`config.mk`:
```
export PLATFORM = sky130hd
export DESIGN_NAME = d_trigger_line
export DESIGN_NICKNAME = d
export VERILOG_FILES = /design/src/rtl/d_trigger_line.sv
export SDC_FILE = /design/constraint.sdc
export NUM_CORES = 1
export LEC_CHECK = 0
export ABC_AREA = 0
export CAP_MARGIN = 20
export CORE_ASPECT_RATIO = 0.9
export CORE_MARGIN = 5
export CORE_UTILIZATION = 40
export DETAILED_ROUTE_END_ITERATION = 6
export SYNTH_ARGS = -nofsm -noshare
export SYNTH_HDL_FRONTEND = slang
export SYNTH_SLANG_ARGS = --single-unit
```
`constraint.sdc`:
```
create_clock -name clk -period 5 [get_ports clk]
set_input_delay 0.5 -clock clk [delete_from_list [all_inputs] [get_ports clk]]
set_output_delay 0.5 -clock clk [all_outputs]
set_load 0.1 [all_outputs]
```
`src/rtl/d_trigger_line.sv`:
```
// ---------------------------------------------------------------------------
// d_trigger_line
//
// WIDTH-bit, DEPTH-stage registered delay line with a valid bit per stage,
// a global shift enable, a synchronous flush and a run-time selectable
// output tap. The latency is programmable from 1 to DEPTH cycles. A
// registered occupancy count reports how many stages hold valid data.
//
// Parameters
//   WIDTH       : data width in bits (>= 1)
//   DEPTH       : number of register stages (>= 2)
//   RESET_VALUE : value loaded into every data stage on reset and on clear
//
// Ports
//   clk       in   1      rising-edge clock
//   reset     in   1      asynchronous, active-low reset
//   en        in   1      shift enable; 0 holds every stage
//   clr       in   1      synchronous flush; wins over en
//   in_valid  in   1      qualifies in
//   in        in   WIDTH  input data
//   delay     in   DW     tap select; latency = delay+1 (clamped to DEPTH)
//   out       out  WIDTH  data at the selected tap
//   out_valid out  1      valid bit at the selected tap
//   count     out  CW     number of stages currently holding valid data
// ---------------------------------------------------------------------------
module d_trigger_line #(
    parameter int                WIDTH       = 8,
    parameter int                DEPTH       = 8,
    parameter logic [WIDTH-1:0]  RESET_VALUE = '0,
    localparam int               DW          = $clog2(DEPTH),
    localparam int               CW          = $clog2(DEPTH + 1)
) (
    input  logic             clk,
    input  logic             reset,
    input  logic             en,
    input  logic             clr,
    input  logic             in_valid,
    input  logic [WIDTH-1:0] in,
    input  logic [DW-1:0]    delay,
    output logic [WIDTH-1:0] out,
    output logic             out_valid,
    output logic [CW-1:0]    count
);

    // Tap-select bounds, sized so the comparison below is width-exact.
    localparam logic [DW:0]   LP_DEPTH_W = (DW + 1)'(DEPTH);
    localparam logic [DW-1:0] LP_LAST    = DW'(DEPTH - 1);

    logic [WIDTH-1:0] r_stage [DEPTH];
    logic [DEPTH-1:0] r_v;
    logic [CW-1:0]    r_count;

    logic [DW-1:0]    w_tap;
    logic [CW-1:0]    w_count_in;
    logic [CW-1:0]    w_count_out;

    // The occupancy count is maintained incrementally: on a shift one valid
    // bit may enter at stage 0 and one may leave from the last stage, so the
    // new count is the old count plus the entering bit minus the leaving bit.
    // This keeps count identical to popcount(v) without an adder tree.
    assign w_count_in  = CW'(in_valid);
    assign w_count_out = CW'(r_v[DEPTH-1]);

    always_ff @(posedge clk or negedge reset) begin
        if (!reset) begin
            for (int i = 0; i < DEPTH; i++) begin
                r_stage[i] <= RESET_VALUE;
            end
            r_v     <= '0;
            r_count <= '0;
        end else if (clr) begin
            // Flush discards the sample presented on this edge as well.
            for (int i = 0; i < DEPTH; i++) begin
                r_stage[i] <= RESET_VALUE;
            end
            r_v     <= '0;
            r_count <= '0;
        end else if (en) begin
            // Bubbles shift like real samples; their valid bit travels along.
            r_stage[0] <= in;
            for (int i = 1; i < DEPTH; i++) begin
                r_stage[i] <= r_stage[i-1];
            end
            r_v     <= {r_v[DEPTH-2:0], in_valid};
            r_count <= r_count + w_count_in - w_count_out;
        end
    end

    // Out-of-range tap values (only possible when DEPTH is not a power of
    // two) are clamped to the last stage. A tap change is purely
    // combinational: in-flight data is simply viewed from the new position.
    assign w_tap = ({1'b0, delay} < LP_DEPTH_W) ? delay : LP_LAST;

    assign out       = r_stage[w_tap];
    assign out_valid = r_v[w_tap];
    assign count     = r_count;

endmodule

```
After elaboration in Yosys (flattened, before gate mapping) --
Cells that the tools add are included.
Cells by class: $add $sub $neg 2, multiply operators 0, divide/modulo/power cells 0, order comparisons 2, equal/unequal tests 0, shifts and indexed selects 0, muxes and demuxes 11, bitwise gates (word level) 1, reductions and logical operators 1
Operators with widths (number):
- 2-to-1 mux 64 bit | 2
- 2-to-1 mux 8 bit | 4
- binary-select mux 8 bit (select 3 bit) | 1
- 2-to-1 mux 4 bit | 2
- adder 4 x 1 -> 4 bit | 1
- greater-or-equal comparator 4 bit, second input constant | 1
- less-than comparator 3 x 4 -> 1 bit, second input constant | 1
- inverter 3 -> 4 bit | 1
- subtractor 4 x 1 -> 4 bit | 1
- binary-select mux 1 bit (select 3 bit) | 1
- nonzero test 2 bit | 1
- 2-to-1 mux 1 bit | 1
Word-level totals: flip-flop bits (word level) 76, bits in latches 0, bits in writable memories 0, bits in read-only memories 0, bits of input ports 16, output and inout bits 13, word-level logic and storage cells 27, memories 0

Logic depth before layout (Yosys ltp) --
depth after elaboration 4, gate-level depth with buffers 8, gate-level depth less buffers 8

Worst setup path before layout --
OpenSTA, ideal clock, no wires.
kind reg2reg, from register r_count[0] (netlist: count[0]), to register r_count[3] (netlist: count[3]), setup time 0.125 ns, arrival time 2.400 ns, required time 4.875 ns, slack 2.475 ns, cell stages (with the launch flop) 9, path buffers 0, clock period less this slack 2.525 ns, path through dfrtp_1 inv_1 ha_1 inv_1 ha_1 a21o_1 a21oi_1 mux2i_1 mux2_2
On the way: longest elaborated chain between the ends 4
Ends and longest elaborated chain:
- start: declaration | RTL line 51 | logic [CW-1:0] r_count;
- start signal: assignment | RTL line 85 | r_count <= r_count + w_count_in - w_count_out;
- adder 4 x 1 -> 4 bit | RTL line 85
- subtractor 4 x 1 -> 4 bit | RTL line 85
- 2-to-1 mux 4 bit | RTL line 78 | end else if (en) begin
- 2-to-1 mux 4 bit | RTL line 71 | end else if (clr) begin
Every way passes these cells. The select of a mux whose other input is x is not followed. A chain may end at the register's enable or synchronous reset.

Worst setup path in the final report --
from input delay[0], to output out[1]
On the way: longest elaborated chain between the ends 4
Ends and longest elaborated chain:
- start: declaration | RTL line 39 | input logic [DW-1:0] delay,
- inverter 3 -> 4 bit (not written as such) | RTL line 94 | assign out = r_stage[w_tap];
- binary-select mux 8 bit (select 3 bit) | RTL line 94
- 2-to-1 mux 8 bit (not written as such) (2 in a row) | RTL line 94
- end: declaration | RTL line 40 | output logic [WIDTH-1:0] out,
Every way passes these cells. The select of a mux whose other input is x is not followed.

==> metrics <==
status finished, final reports clean; WL final 6990 um; Max Freq 0.277 GHz; power share of the combinational group 0.116; CP max stage cell clkdlybuf4s50_1; most numerous cell on the critical path clkdlybuf4s50_1; Final min period 3.62 ns; Hold Path Class in2async; Fin. Hold Viols 0; first-pass GRT wire length 12100 um; Setup crit end kind primary output; FP Rows 33; HPWL after detailed placement 4140 um; GR met1 Demand/Resource 0.190; placer congestion estimate 0.714; TritonCTS Buffers 9; worst slew pin tran 0.986 ns; fin area 4370 um^2; input/output buffers 28; pin count of the biggest net entering global routing 77; via/cell ratio 5.08; Remaining Overflow, GRT 0; Netlist cell types 19; Initial Util 0.412; Main synth FF type dfrtp_1; Clk pwr share 0.400; setup TNS 0 ns; Slew headroom 0.341; vias in the first global route 2232; Clock Latency Late Sink 0.34 ns; area leader, netlist dfrtp_1; initial antenna violation count 0; CP Launch Type input pin; Largest stage delay, worst path 0.97 ns; Synth area leaders dfrtp_1, mux2i_1, mux4_1, nor2_1, mux2_2; worst setup margin 1.38 ns; Synth Area per Inst 12.8 um^2; Syn Inst Count 294; Longest Clk Path Bufs 2; Max-Cap Viols 0; EDFF count, synth 0; Core ar. 9170 um^2; Seq pwr share 0.484; met3 GRT Util 0.0379; Die X 112 um; final setup fails 0; DRT antenna net count 0; Global Route Usage Sum 0.132; Leak Pwr 2.22 nW; clock root cell clkbuf_8; number of clock sinks 76; I/O pin cnt 29; ys async rst share 1.00; PwrDens 300 nW/um^2; Crit path required time 4.50 ns; Cell Int Power 988 uW; Synth Warn # 0; CP arrival 3.12 ns; vias 2250; cell area after synthesis 3770 um^2; dpl cells 426; drt wl/cell 15.8 um; die area 11500 um^2; Seq/Total Area, Yosys 0.504; TritonCTS clock tree done; # nets final 338; Yosys reg bits 76; Final Power 1.31 mW; ANT cells 0; Syn Nets 315; Detailed Route Iter0 Violations 98; Area growth syn-to-layout 15.7%; clock-pin slew on the worst setup and hold paths 0.08 ns; H-tree levels 3; Synth top cells by count dfrtp_1, nor2_1, mux2i_1; Worst path top cell family by delay buffers and inverters; # hold bufs at CTS 0; DP Area 4110 um^2; most used routing layer met2; Max VDD drop 0.000140 V; switching pwr 323 uW; Yosys top cell area share 0.504; GR Layer Usage met2 0.198; pre-CTS setup slack 1.34 ns; share of cells above drive strength 1 0.106; Setup Skew 0.00514 ns; Final Cycle Share 0.723; CP Class in2out; post-CTS setup buffer count 0; die height 102 um; worst path cell trace clkdlybuf4s50_1 > buf_4 > mux4_1 > mux2_2 > clkdlybuf4s50_1; RSZ-0062 raised after global routing no; TritonRoute pass-1 iters 4; PostCTS Resize Cnt 0; # DRC 0; Sw Share 0.246; Pins Over Slew Limit 0; CP bufs+invs 3; Crit Path Max Fanout 18; Non-Filler Instances 443
[through the flow]
step	hold WS [ns]	util
floorplan	0.204	-
global placement	0.499	0.448
detailed placement	0.505	0.448
CTS	0.346	0.472
global route	0.478	0.476
finish	0.501	0.476
[cell type report]
type / instances / area, um^2
Inverter: 5 / 18.8
Multi-Input combinational cell: 191 / 1730
Timing Repair Buffer: 34 / 335
Fill cell: 885 / 4800
Tap cell: 122 / 153
Sequential cell: 76 / 1900
Clock inverter: 4 / 72.6
Clock buffer: 11 / 151
[logic make-up (layout without fill, tap and decap cells)]
| logic type | count (synthesis) | count (layout) | share of synthesized area |
|---|---|---|---|
| compound gates | 3 | 3 | 0.00531 |
| buf+inv | 27 | 54 | 0.0365 |
| fa+ha+maj | 5 | 5 | 0.0186 |
| flops | 76 | 76 | 0.504 |
| mux | 103 | 103 | 0.354 |
| xor+xnor | 1 | 1 | 0.00232 |
| simple gates | 79 | 79 | 0.0792 |
[power by group through the flow]
stage               combinational, mW  clock [mW]  sequential (mW)
floorplan                      0.0887           0            0.663
global placement                0.151           0            0.646
detailed placement              0.151           0            0.647
CTS                             0.152       0.544            0.634
global route                    0.164       0.577            0.636
finish                          0.152       0.524            0.634
[state kept, by name, indices dropped and copies added, names as in the netlist]
signal	flops
r_stage	64
count	4
r_v	8
[cell usage in the layout, fill, tap and decap left out, drive strengths merged, types with 2 or more instances in the layout]
cell,Yosys,final
clkbuf,9,11
bufinv,0,2
buf,13,9
nand2,2,2
mux2i,75,75
mux4,18,18
mux2,10,10
clkdlybuf4s50,0,24
inv,5,5
nor2,76,76
ha,4,4
dfrtp,76,76
[routing by layer]
metal	vias to the layer above	share of wire	routed length [um]
li1	1083	-	-
met1	1132	0.50	3470
met2	30	0.46	3240
met3	5	0.032	226
met4	0	0.0077	54
met5	-	0	0
[path summary, 6_finish.rpt]
path | startpoint | endpoint | slack, ns | depth (start not counted)
setup / recovery | delay[0] | out[1] | 1.38 | 5
hold / removal | reset | r_stage[0] | 0.50 | 2
setup reg to reg | r_v[7] | count[3] | 3.07 | 7
hold reg to reg | r_stage[7] | r_stage[7] | 0.52 | 2
max in group asynchronous | reset | r_stage[40] | 3.93 | 3
min in group clk | r_stage[7] | r_stage[7] | 0.52 | 2
Note: power is estimated with default switching activity, not from simulation.
